$ cat config.mk
export PLATFORM = sky130hd
export DESIGN_NAME = hero_write_arb
export DESIGN_NICKNAME = d
export VERILOG_FILES = /design/src/rtl/hero_write_arb_pkg.sv /design/src/rtl/hero_write_arb_fifo.sv /design/src/rtl/hero_write_arb.sv
export SDC_FILE = /design/constraint.sdc
export NUM_CORES = 1
export LEC_CHECK = 0
export CORE_ASPECT_RATIO = 1.1
export CORE_MARGIN = 2
export CORE_UTILIZATION = 25
export CTS_CLUSTER_DIAMETER = 40
export DETAILED_ROUTE_END_ITERATION = 10
export PLACE_DENSITY = 0.42
export SETUP_SLACK_MARGIN = 0.1
export SLEW_MARGIN = 20
export SYNTH_ARGS = -nofsm -noshare
export SYNTH_HDL_FRONTEND = slang
export SYNTH_SLANG_ARGS = --single-unit
$ cat constraint.sdc
create_clock -name clk -period 6.16 [get_ports clk]
set_input_delay 0.616 -clock clk [delete_from_list [all_inputs] [get_ports clk]]
set_output_delay 0.616 -clock clk [all_outputs]
set_load 0.03 [all_outputs]
$ cat src/rtl/hero_write_arb_pkg.sv
// hero_write_arb_pkg: shared types and constants for the hero write arbiter
package hero_write_arb_pkg;
  localparam int HERO_WIDTH = 36;
  localparam int HERO_ARB_TXN_COUNT_WIDTH = 16;
  typedef enum logic [1:0] {
    CYCLE_TYPE_IDLE  = 2'd0,
    CYCLE_TYPE_VALID = 2'd1,
    CYCLE_TYPE_DONE  = 2'd2,
    CYCLE_TYPE_RSVD  = 2'd3
  } cycle_type_e;
  typedef enum logic {ARB_OPEN = 1'b0, ARB_LOCKED = 1'b1} hero_arb_state_e;
  typedef struct packed {
    cycle_type_e             cycle_type;
    logic [HERO_WIDTH-1:0]   wdat;
  } hero_arb_beat_t;
endpackage

$ cat src/rtl/hero_write_arb_fifo.sv
// hero_write_arb_fifo: synchronous FIFO, registered write, combinational head read
module hero_write_arb_fifo
  import hero_write_arb_pkg::*;
#(
  parameter int WIDTH = HERO_WIDTH + 2,
  parameter int DEPTH = 4
) (
  input  logic             clk,
  input  logic             rst,
  input  logic             i_push,
  input  logic [WIDTH-1:0] i_data,
  input  logic             i_pop,
  output logic [WIDTH-1:0] o_data,
  output logic             o_empty,
  output logic             o_full
);
  localparam int AW = $clog2(DEPTH);
  logic [AW:0]      r_wp, r_rp;
  logic [WIDTH-1:0] r_mem [DEPTH];
  // extra pointer MSB separates full from empty when the index bits match
  assign o_empty = r_wp == r_rp;
  assign o_full  = (r_wp[AW] != r_rp[AW]) && (r_wp[AW-1:0] == r_rp[AW-1:0]);
  assign o_data  = r_mem[r_rp[AW-1:0]];
  always_ff @(posedge clk) begin
    if (rst) begin
      r_wp <= '0;
      r_rp <= '0;
    end else begin
      if (i_push && !o_full) r_wp <= r_wp + 1'b1;
      if (i_pop && !o_empty) r_rp <= r_rp + 1'b1;
    end
  end
  always_ff @(posedge clk)
    if (i_push && !o_full) r_mem[r_wp[AW-1:0]] <= i_data;
endmodule

$ cat src/rtl/hero_write_arb.sv
// hero_write_arb: per-channel FIFOs merged onto one hero write bus, round-robin per transaction
// Optional per-channel DONE counters with HERO_WRITE_ARB_STATS_EN.
module hero_write_arb
  import hero_write_arb_pkg::*;
#(
  parameter int NUM_CH     = 4,
  parameter int DATA_WIDTH = HERO_WIDTH,
  parameter int FIFO_DEPTH = 4,
  localparam int CW        = $clog2(NUM_CH)
) (
  input  logic                                 clk,
  input  logic                                 rst,
  input  logic [NUM_CH-1:0]                    in_valid,
  output logic [NUM_CH-1:0]                    in_ready,
  input  logic [NUM_CH-1:0][1:0]               in_cycle_type,
  input  logic [NUM_CH-1:0][DATA_WIDTH-1:0]    in_wdat,
  output logic                                 out_valid,
  input  logic                                 out_ready,
  output logic [1:0]                           out_cycle_type,
  output logic [DATA_WIDTH-1:0]                out_wdat,
  output logic [CW-1:0]                        out_ch,
`ifdef HERO_WRITE_ARB_STATS_EN
  input  logic                                 stats_clr,
  output logic [NUM_CH-1:0][HERO_ARB_TXN_COUNT_WIDTH-1:0] txn_count,
`endif
  output logic [NUM_CH-1:0]                    err_idle
);
  logic [NUM_CH-1:0]                    w_empty, w_full, w_push, w_pop, w_idle;
  logic [NUM_CH-1:0][DATA_WIDTH+1:0]    w_head;
  logic [1:0]                           w_hct;
  logic [DATA_WIDTH-1:0]                w_hdat;
  logic [CW-1:0]                        w_pick, w_idx, w_sel;
  logic [CW-1:0]                        r_rr, r_lock_ch, r_hold_ch;
  logic                                 r_hold, w_acc, w_done;
  hero_arb_state_e                      r_state;
  logic [NUM_CH-1:0]                    r_err_idle;
  for (genvar i = 0; i < NUM_CH; i++) begin : g_ch
    assign in_ready[i] = !rst && !w_full[i];
    assign w_push[i]   = in_valid[i] && in_ready[i] &&
                         (in_cycle_type[i] == CYCLE_TYPE_VALID || in_cycle_type[i] == CYCLE_TYPE_DONE);
    assign w_idle[i]   = in_valid[i] && in_ready[i] && in_cycle_type[i] == CYCLE_TYPE_IDLE;
    assign w_pop[i]    = w_acc && w_sel == CW'(i);
    hero_write_arb_fifo #(.WIDTH(DATA_WIDTH + 2), .DEPTH(FIFO_DEPTH)) u_fifo (
      .clk(clk), .rst(rst),
      .i_push(w_push[i]), .i_data({in_cycle_type[i], in_wdat[i]}),
      .i_pop(w_pop[i]), .o_data(w_head[i]),
      .o_empty(w_empty[i]), .o_full(w_full[i])
    );
  end
  // descending scan so the nearest non-empty channel at or after r_rr wins
  always_comb begin
    w_pick = r_rr;
    w_idx  = '0;
    for (int k = NUM_CH - 1; k >= 0; k--) begin
      w_idx = CW'((int'(r_rr) + k) % NUM_CH);
      if (!w_empty[w_idx]) w_pick = w_idx;
    end
  end
  // r_hold pins an unaccepted beat so a newly filled channel cannot steal the bus
  assign w_sel            = (r_state == ARB_LOCKED) ? r_lock_ch : r_hold ? r_hold_ch : w_pick;
  assign {w_hct, w_hdat}  = w_head[w_sel];
  assign out_valid        = !w_empty[w_sel];
  assign out_cycle_type   = out_valid ? w_hct : CYCLE_TYPE_IDLE;
  assign out_wdat         = out_valid ? w_hdat : '0;
  assign out_ch           = out_valid ? w_sel : '0;
  assign w_acc            = out_valid && out_ready;
  assign w_done           = w_acc && w_hct == CYCLE_TYPE_DONE;
  assign err_idle         = r_err_idle;
  always_ff @(posedge clk) begin
    if (rst) begin
      r_state    <= ARB_OPEN;
      r_rr       <= '0;
      r_lock_ch  <= '0;
      r_hold     <= 1'b0;
      r_hold_ch  <= '0;
      r_err_idle <= '0;
    end else begin
      r_hold     <= out_valid && !out_ready && r_state == ARB_OPEN;
      r_hold_ch  <= w_sel;
      r_err_idle <= r_err_idle | w_idle;
      if (w_acc && r_state == ARB_OPEN && w_hct == CYCLE_TYPE_VALID) begin
        r_state   <= ARB_LOCKED;
        r_lock_ch <= w_sel;
      end
      if (w_done) begin
        r_state <= ARB_OPEN;
        r_rr    <= (w_sel == CW'(NUM_CH - 1)) ? '0 : w_sel + 1'b1;
      end
    end
  end
`ifdef HERO_WRITE_ARB_STATS_EN
  logic [NUM_CH-1:0][HERO_ARB_TXN_COUNT_WIDTH-1:0] r_txn;
  always_ff @(posedge clk) begin
    if (rst || stats_clr) r_txn <= '0;
    else if (w_done && r_txn[w_sel] != '1) r_txn[w_sel] <= r_txn[w_sel] + 1'b1;
  end
  assign txn_count = r_txn;
`endif
endmodule

After elaboration in Yosys (flattened, before gate mapping)
Memory sizes are Yosys's and may differ from the RTL's. A register that Yosys moved wholly into a read port is not among the register bits.
Cells that the tools add are included.
Cells by class
  add/subtract/negate cells: 12
  magnitude comparators: 5
  equality and inequality tests: 25
  muxes and demuxes: 38
  bitwise gates (word level): 2
  reduce and logical (&&, ||, !) cells: 59
Operators by type and width (count)
  38-bit binary-select mux with 2-bit select: 1
  1-bit logical AND: 38
  38-bit two-way mux: 1
  36-bit two-way mux: 1
  2-bit two-way mux: 17
  3-bit by 1-bit adder with 3-bit output (second input constant): 8
  2-bit by 3-bit less-than comparator with 1-bit output (second input constant): 5
  2-bit equality test (second input constant): 7
  1-bit two-way mux: 13
  2-bit by 1-bit equality test with 1-bit output (second input constant): 6
  3-bit equality test: 4
  1-bit zero test: 11
  1-bit binary-select mux with 2-bit select: 5
  2-bit zero test: 5
  2-bit equality test: 4
  2-bit by 1-bit adder with 2-bit output (second input constant): 2
  2-bit adder (second input constant): 2
  1-bit logical OR: 4
  1-bit inequality test: 4
  4-bit bitwise OR: 1
  2-bit OR reduction: 1
  1-bit inverter: 1
Storage, ports and cells
  register bits: 36
  RAM bits: 608
  input bits: 159
  output and inout port bits: 49
  logic and storage cells: 159
  memories kept: 4
Memory list
  g_ch[0].u_fifo.r_mem: depth 4, width 38, read ports 1, clocked after memory_dff 1, write ports 1, RTL line hero_write_arb_fifo.sv:19  | logic [WIDTH-1:0] r_mem [DEPTH];
  g_ch[1].u_fifo.r_mem: depth 4, width 38, read ports 1, clocked after memory_dff 1, write ports 1, RTL line hero_write_arb_fifo.sv:19
  g_ch[2].u_fifo.r_mem: depth 4, width 38, read ports 1, clocked after memory_dff 1, write ports 1, RTL line hero_write_arb_fifo.sv:19
  g_ch[3].u_fifo.r_mem: depth 4, width 38, read ports 1, clocked after memory_dff 1, write ports 1, RTL line hero_write_arb_fifo.sv:19

Logic depth before layout (Yosys ltp)
Gate-level depths: netlist of the first run.
  word-level depth: 17
  mapped depth: 15
  mapped depth without buffers: 11

Hierarchy
Synthesis of the first run repeated with hierarchy kept, for this count alone.
Unflattened totals
  cells, all modules: 1285
  area total of the unflattened synthesis: 26367.8 µm²
Modules (own cells, without submodules)
  hero_write_arb_fifo: times used 4, cells an instance 266, area an instance 6047.0 µm², seq. area each 4724.5 µm²
  hero_write_arb: times used 1, cells an instance 221, area an instance 2179.6 µm², seq. area each 240.2 µm²

Worst setup path after synthesis of the first run
No wires, ideal clock.
  path type: reg-to-output
  from: reg g_ch[3].u_fifo.r_wp[1]
  to: out out_wdat[10]
  arrival: 3.151 ns
  required time: 5.544 ns
  slack: 2.393 ns
  stages on the path, launching flop included: 12
  cells stage by stage: dfxtp_1 -> xor2_1 -> or3_1 -> clkbuf_1 -> a221o_1 -> a31oi_2 -> buf_6 -> buf_4 -> buf_4 -> clkbuf_1 -> a211oi_1 -> a211oi_1
Between the ends
  word-level cells in the longest chain between the ends: 12
Ends and longest elaborated chain
  start, declared: RTL line hero_write_arb_fifo.sv:18  | logic [AW:0] r_wp, r_rp;
  start signal, assigned: RTL line hero_write_arb_fifo.sv:29  | if (i_push && !o_full) r_wp <= r_wp + 1'b1;
  3-bit equality test (*): RTL line hero_write_arb_fifo.sv:21  | assign o_empty = r_wp == r_rp;
  1-bit binary-select mux with 2-bit select: RTL line hero_write_arb.sv:56  | if (!w_empty[w_idx]) w_pick = w_idx;
  1-bit two-way mux (not written as such): RTL line hero_write_arb.sv:56
  2-bit two-way mux (4 in series): RTL line hero_write_arb.sv:56
  2-bit two-way mux (2 in series): RTL line hero_write_arb.sv:60  | assign w_sel = (r_state == ARB_LOCKED) ? r_lock_ch : r_hold ? r_hold_ch : w_pick;
  38-bit binary-select mux with 2-bit select or 1-bit binary-select mux with 2-bit select (tied branches): RTL line hero_write_arb.sv:61, hero_write_arb.sv:62
  38-bit two-way mux (not written as such) or 1-bit two-way mux (tied branches): RTL line hero_write_arb.sv:61, hero_write_arb.sv:62
  36-bit two-way mux (*): RTL line hero_write_arb.sv:64  | assign out_wdat = out_valid ? w_hdat : '0;
  end, declared: RTL line hero_write_arb.sv:20  | output logic [DATA_WIDTH-1:0] out_wdat,
Every way passes the cells marked *; elsewhere a longest branch is shown, timed or not. The select of a mux whose other input is x is not followed.

Final worst setup path of the first run
  from: reg g_ch[0].u_fifo.r_wp[0]
  to: out out_wdat[15]
Between the ends
  word-level cells in the longest chain between the ends: 12
Ends and longest elaborated chain (RTL line)
  start, declared: hero_write_arb_fifo.sv:18
  start signal, assigned: hero_write_arb_fifo.sv:29
  3-bit equality test (*): hero_write_arb_fifo.sv:21
  1-bit binary-select mux with 2-bit select: hero_write_arb.sv:56
  1-bit two-way mux (not written as such): hero_write_arb.sv:56
  2-bit two-way mux (4 in series): hero_write_arb.sv:56
  2-bit two-way mux (2 in series): hero_write_arb.sv:60
  38-bit binary-select mux with 2-bit select or 1-bit binary-select mux with 2-bit select (tied branches): hero_write_arb.sv:61, hero_write_arb.sv:62
  38-bit two-way mux (not written as such) or 1-bit two-way mux (tied branches): hero_write_arb.sv:61, hero_write_arb.sv:62
  36-bit two-way mux (*): hero_write_arb.sv:64
Marks and branches as above.

==> flow_metrics.tcl, run 1 <==
set metrics [dict create \
    areaGrowthSynthToFinish_pct 30.3 \
    clkSinkCount 652 \
    vdd_drop_max_uv 250 \
    via_count 12900 \
    port_buffers 207 \
    cp_data_arrival_time_ns 4.92 \
    io-pin-count 208 \
    clock_pin_slew_on_the_worst_setup_and_hold_paths_ns 0.06 \
    cp-end-kind "primary output" \
    outcome "finished clean" \
    cts_resized 0 \
    yosys_register_bits 652 \
    rsz0062_at_grt "false" \
    synth_largest_type_area_fraction 0.716 \
    critical_path.max_fanout 46 \
    netSwitchingPower_mw 2.91 \
    hold_depth 2 \
    power.share.switching 0.236 \
    path_class_of_the_lowest_slack_min_delay_path "in -> reg" \
    routed-wl-met3_mm 3.65 \
    holdCritStartpoint "rst" \
    pwr-share-clk 0.515 \
    cts.root.buffer_cell "clkbuf_16" \
    cp.required_ns 5.54 \
    drt_pass1_iterations 5 \
    seq_area_frac_synth 0.750 \
    routabilityCongestion 0.804 \
    yosys_warnings 0 \
    max_clock_freq_mhz 181 \
    worst_r2r_endpoint "r_rr[0]" \
    cts_buffers 112 \
    cts.path.max_buffers 3 \
    min_to "g_ch[2].u_fifo.r_wp[2]" \
    first_global_vias 13700 \
    setup.worst_path.start_class "flop" \
    final-setup-viol-count 0 \
    ys.flop_type "edfxtp_1" \
    final_core_util 0.329 \
    grt_usage 0.138 \
    dp_hpwl_mm 47.2 \
    initial_core_util 0.253 \
    yosysMostFrequentCell "edfxtp_1" \
    cts.htree.levels 3 \
    p_seq_frac 0.400 \
    fin_crit_sh 0.899 \
    synthesis.nets 1420 \
    postSynthCellCount 1235 \
    number_of_antenna_violations_at_the_first_check_in_global_routing 6 \
    clkLatencyLatePin_ns 0.66 \
    r2r-start "g_ch[3].u_fifo.r_wp[1]" \
    power.internal_mw 9.43 \
    worst-r2r-setup-slack_ns 2.39 \
    comb_power_share 0.085 \
    setup_total_negative_slack_ns 0 \
    placement_rows 122 \
    drtIter0Drc 811 \
    grt_max_degree 85 \
    hold_buffers 0 \
    route.final.wire_length_mm 72.2 \
    drt.antenna.violating_nets 0 \
    yosys.area.top_type "edfxtp_1" \
    routed-wl-met2_mm 36.6 \
    total_congestion_overflow 0 \
    chipHeight_um 339 \
    ff2ff_path_depth 10 \
    ys_top_cells_by_area "edfxtp_1, mux4_2, dfxtp_1" \
    tritoncts_clock_tree "yes" \
    synth_enable_flop_cells 608 \
    slew_headroom 0.362 \
    synthTopCellsByCount "edfxtp_1, mux4_2, a211oi_1, clkbuf_1, mux2i_1" \
    slew_violations 0 \
    cts_setup_buffers 0 \
    synth_cell_type_count 41 \
    syn_area_mm2 0.0255 \
    design.final.nets 1706 \
    drt-vias-per-instance 4.33 \
    wl_per_cell_um 24.2 \
    die_x_um 309 \
    core_area_mm2 0.101 \
    timing.final.crit_period_ns 5.54 \
    drive_above_1_share 0.251 \
    max_capacitance_violation_count 0 \
    p_per_area_mw_per_mm2 371 \
    timing.clock.skew_ns 0.0224 \
    finalHoldViolCount 0 \
    maxUsedRoutingLayer "met5" \
    total_leakage_power_nw 10.8 \
    syn-mean-instance-area_um2 20.7 \
    postSynth.asyncResetShare 0 \
    routedLengthMet1_mm 30.5 \
    floorplan.die_area_mm2 0.105 \
    drc 0 \
    worst_slew_pin_slew_ns 0.957 \
    setup.worst_path.class "reg -> out" \
    grt_first_pass_wirelength_mm 102 \
]
## worst max-delay path: stages (launching register included)
cell	delay (ns)
dfxtp_1	0.36
xor2_1	0.20
nor3_1	0.65
a311oi_1	0.21
a211o_1	0.33
a21o_2	0.28
mux2_4	0.54
a211oi_1	0.82
clkdlybuf4s50_1	0.83
## power by group through the flow
stage | clock network [mW] | logic, mW | registers [mW]
3_5_place_dp | 0 | 1.07 | 5.03
2_1_floorplan | 0 | 0.538 | 5.02
5_1_grt | 6.71 | 1.12 | 4.94
4_1_cts | 6.52 | 1.07 | 4.94
6_report | 6.35 | 1.04 | 4.94
3_3_place_gp | 0 | 1.07 | 5.03
## cell type report
type	instances	area, µm²
antenna	1	2.50
clock buffer	130	2940
clock inverter	81	1000
fill	9621	67700
inverter	23	86.3
multi-input combinational	492	6030
sequential	652	19100
tap	1364	1710
timing repair buffer	240	2330
## registers in the layout (all words and copies together) (netlist names), named ones only
name / flops
g_ch.u_fifo.r_mem: 608
r_lock_ch: 2
r_rr: 2
g_ch.u_fifo.r_rp: 12
r_hold: 1
err_idle: 4
r_hold_ch: 2
r_state: 1
g_ch.u_fifo.r_wp: 12
## cells by family (layout without fill, tap and decap cells)
kind of cell / count (synthesis) / count (layout) / share of synthesized area
DFF: 652 / 652 / 0.750
and+or+nand+nor: 130 / 130 / 0.0280
xor gates and xnor gates: 25 / 25 / 0.00858
adders and majority gates: 26 / 26 / 0.0128
AOI/OAI and AO/OA: 102 / 102 / 0.0288
buffers and inverters: 91 / 474 / 0.0144
other: 0 / 1 / 0
muxes: 209 / 209 / 0.157
## per-stage QoR
step	power [mW]	hold WS [ns]	std cells	area, µm²	setup WS (ns)
after floorplan	5.56	0.488	1235	25500	2.39
final	12.3	0.403	2983	33200	0.622
after detailed placement	6.10	0.464	2771	29300	1.35
after global routing	12.8	0.374	2982	33200	0.492
after global placement	6.09	0.451	2771	29300	1.47
after CTS	12.5	0.333	2982	33200	0.613
## placed cells by master, fill, tap and decap left out, types with 3 or more instances in the layout
cell type        instances
or3_1                    5
edfxtp_1               608
dfxtp_2                  8
clkinvlp_4              11
dfxtp_1                 36
clkbuf_1                13
mux4_2                 152
o21ai_0                  5
and3_1                   6
clkinv_4                13
nor2_1                  38
a211oi_1                74
inv_1                   22
nand2_1                  5
ha_1                    26
xor2_1                  13
xnor2_1                 12
nand3_1                  8
buf_4                   32
inv_6                   15
mux2_2                   5
a31oi_1                  5
bufinv_16               16
clkinv_1                13
nor2b_1                 42
clkbuf_16              114
mux2i_1                 50
clkinv_2                 7
a21oi_1                 10
and2_2                  16
inv_8                    3
clkbuf_8                 3
clkdlybuf4s50_1        206
## worst max path at each step
stage	startpoint	end	slack, ns	cells past startpoint
2_1_floorplan	g_ch[3].u_fifo.r_wp[1]	out_wdat[10]	2.39	11
3_3_place_gp	g_ch[3].u_fifo.r_wp[1]	out_wdat[15]	1.47	9
3_5_place_dp	g_ch[3].u_fifo.r_wp[1]	out_wdat[15]	1.35	9
4_1_cts	g_ch[3].u_fifo.r_wp[1]	out_wdat[15]	0.61	9
5_1_grt	g_ch[0].u_fifo.r_wp[1]	out_wdat[15]	0.49	8
6_report	g_ch[0].u_fifo.r_wp[0]	out_wdat[15]	0.62	8
## per-layer routing
layer / vias up / GRT usage
met4: 6 / 0.0419
met3: 99 / 0.0319
li1: 5697 / -
met5: - / 0
met1: 6796 / 0.173
met2: 327 / 0.236
No activity file was read; power rests on OpenSTA's default activity.
==> run 2, diff against run 1 <==
--- a/config.mk
+++ b/config.mk
@@ -5,7 +5,6 @@
 export SDC_FILE = /design/constraint.sdc
 export NUM_CORES = 1
 export LEC_CHECK = 0
-export CORE_ASPECT_RATIO = 1.1
 export CORE_MARGIN = 2
 export CORE_UTILIZATION = 25
 export CTS_CLUSTER_DIAMETER = 40
==> run 2 against run 1 <==
  * Fmax down 1.7%
  * Sequential share of layout area up 0.25 points
  * Count of clock-buffer cells in the layout down 3
  * Core utilization down 0.32 points
  * Die area about the same
  * Cell count up 0.17%
  * Critical path type unchanged
  * Largest power group unchanged
==> flow_metrics.tcl, run 2 (synthesized netlist as in run 1, its figures left out) <==
set metrics [dict create \
    path_class_of_the_lowest_slack_min_delay_path "in -> reg" \
    grt_max_degree 73 \
    placement_rows 117 \
    total_congestion_overflow 0 \
    number_of_antenna_violations_at_the_first_check_in_global_routing 12 \
    timing.clock.skew_ns 0.0229 \
    grt_usage 0.137 \
    holdCritStartpoint "rst" \
    grt.met3_usage 0.0349 \
    io-pin-count 208 \
    critical_path.max_fanout 56 \
    rsz0062_at_grt "false" \
    cts.htree.levels 3 \
    clkLatencyLatePin_ns 0.67 \
    finalHoldViolCount 0 \
    via_count 12900 \
    routing_usage_on_met1 0.170 \
    clkSinkCount 652 \
    setup.worst_path.start_class "flop" \
    wl_per_cell_um 23.8 \
    crit_slowest_cell "clkdlybuf4s50_1" \
    route.final.wire_length_mm 71.1 \
    areaGrowthSynthToFinish_pct 29.8 \
    core_area_mm2 0.101 \
    worst_slew_pin_slew_ns 0.937 \
    floorplan.die_area_mm2 0.105 \
    clock_pin_slew_on_the_worst_setup_and_hold_paths_ns 0.05 \
    worst_path_largest_cell_delay_ns 0.83 \
    drt-vias-per-instance 4.31 \
    chipHeight_um 323 \
    crit_buf_inv 3 \
    dp_hpwl_mm 46.5 \
    vdd_drop_max_uv 251 \
    design.final.nets 1706 \
    drive_above_1_share 0.250 \
    cts_setup_buffers 0 \
    first_global_vias 13900 \
    layout.cells.most_common "edfxtp_1" \
    crit_path_cell_trace "xor2_1 > or3_1 > a311oi_1 > a211o_1 > a21o_2 > buf_4 > buf_4 > a211oi_1 > a211oi_1 > clkdlybuf4s50_1" \
    crit_start "g_ch[1].u_fifo.r_wp[1]" \
    top_usage_layer "met2" \
    r2r-start "g_ch[0].u_fifo.r_wp[1]" \
    setup.worst_path.class "reg -> out" \
    max_clock_freq_mhz 178 \
    cts_resized 0 \
    cts.path.max_buffers 3 \
    drc 0 \
    cp-end-kind "primary output" \
    tritoncts_clock_tree "yes" \
    cp_data_arrival_time_ns 5.01 \
    drt.antenna.violating_nets 0 \
    cp.required_ns 5.54 \
    drtIter0Drc 845 \
    cts.root.buffer_cell "clkbuf_16" \
    cts_buffers 112 \
    routabilityCongestion 0.751 \
    final-setup-viol-count 0 \
    grt_first_pass_wirelength_mm 101 \
    slew_headroom 0.375 \
    initial_core_util 0.251 \
    max_capacitance_violation_count 0 \
    fin_crit_sh 0.914 \
    final_cell_mix "edfxtp_1, clkdlybuf4s50_1, mux4_2, clkbuf_16, a211oi_1" \
    place.detailed.instances 2775 \
    cp_top_family "buffers and inverters" \
    final_cell_count_without_fillers 2988 \
    timing.final.crit_period_ns 5.63 \
    slew_violations 0 \
    total_leakage_power_nw 10.7 \
    finalPower_mw 12.1 \
    largest_reg_flops 608 \
    die_x_um 323 \
    p_per_area_mw_per_mm2 367 \
    hold_buffers 0 \
    outcome "finished clean" \
    setup_total_negative_slack_ns 0 \
    drt_pass1_iterations 4 \
    met2_track_demand_over_resource_in_global_routing 0.234 \
    port_buffers 207 \
]
[run 2: final timing paths]
check | to | slack (ns) | cells after the start
max reg2reg | flop | 2.17 | 12
min | err_idle[0] | 0.38 | 2
max | out_wdat[15] | 0.53 | 10
min reg2reg | err_idle[2] | 0.47 | 2
[run 2: area by class of cell]
cell class	instances	area [µm²]
Clock inverter	84	872
Sequential cell	652	19100
Timing Repair Buffer	240	2330
Tap cell	1368	1710
Antenna cell	2	5.00
Multi-Input combinational cell	492	6030
Clock buffer	127	2920
Inverter	23	86.3
Fill cell	9732	68300
[run 2: metrics by stage]
stage / utilization / hold slack, ns / setup WS, ns / cell area (µm²)
final: 0.326 / 0.377 / 0.530 / 33100
after global routing: 0.326 / 0.367 / 0.349 / 33100
after CTS: 0.326 / 0.322 / 0.558 / 33100
after detailed placement: 0.289 / 0.468 / 1.29 / 29300
after global placement: 0.289 / 0.449 / 1.34 / 29300
after floorplan: - / 0.488 / 2.39 / 25500
[run 2: power breakdown]
group	leakage (nW)	switching [mW]	total [mW]	internal (mW)
clock network	1.83	2.21	6.18	3.97
registers	5.85	0.0320	4.95	4.91
logic	3.03	0.627	1.01	0.386
total	10.7	2.86	12.1	9.27
[run 2: routing by layer]
| layer | wire [µm] | vias up |
|---|---|---|
| li1 | - | 5712 |
| met2 | 35600 | 316 |
| met5 | 84 | - |
| met3 | 3860 | 122 |
| met1 | 29900 | 6722 |
| met4 | 1720 | 14 |
==> run 3, diff against run 2 <==
--- a/config.mk
+++ b/config.mk
@@ -10,7 +10,7 @@
 export CTS_CLUSTER_DIAMETER = 40
 export DETAILED_ROUTE_END_ITERATION = 10
 export PLACE_DENSITY = 0.42
-export SETUP_SLACK_MARGIN = 0.1
+export SETUP_SLACK_MARGIN = 0.3
 export SLEW_MARGIN = 20
 export SYNTH_ARGS = -nofsm -noshare
 export SYNTH_HDL_FRONTEND = slang
==> results of run 3 <==
The final DEF is identical to that of run 2; final timing and power are the same.
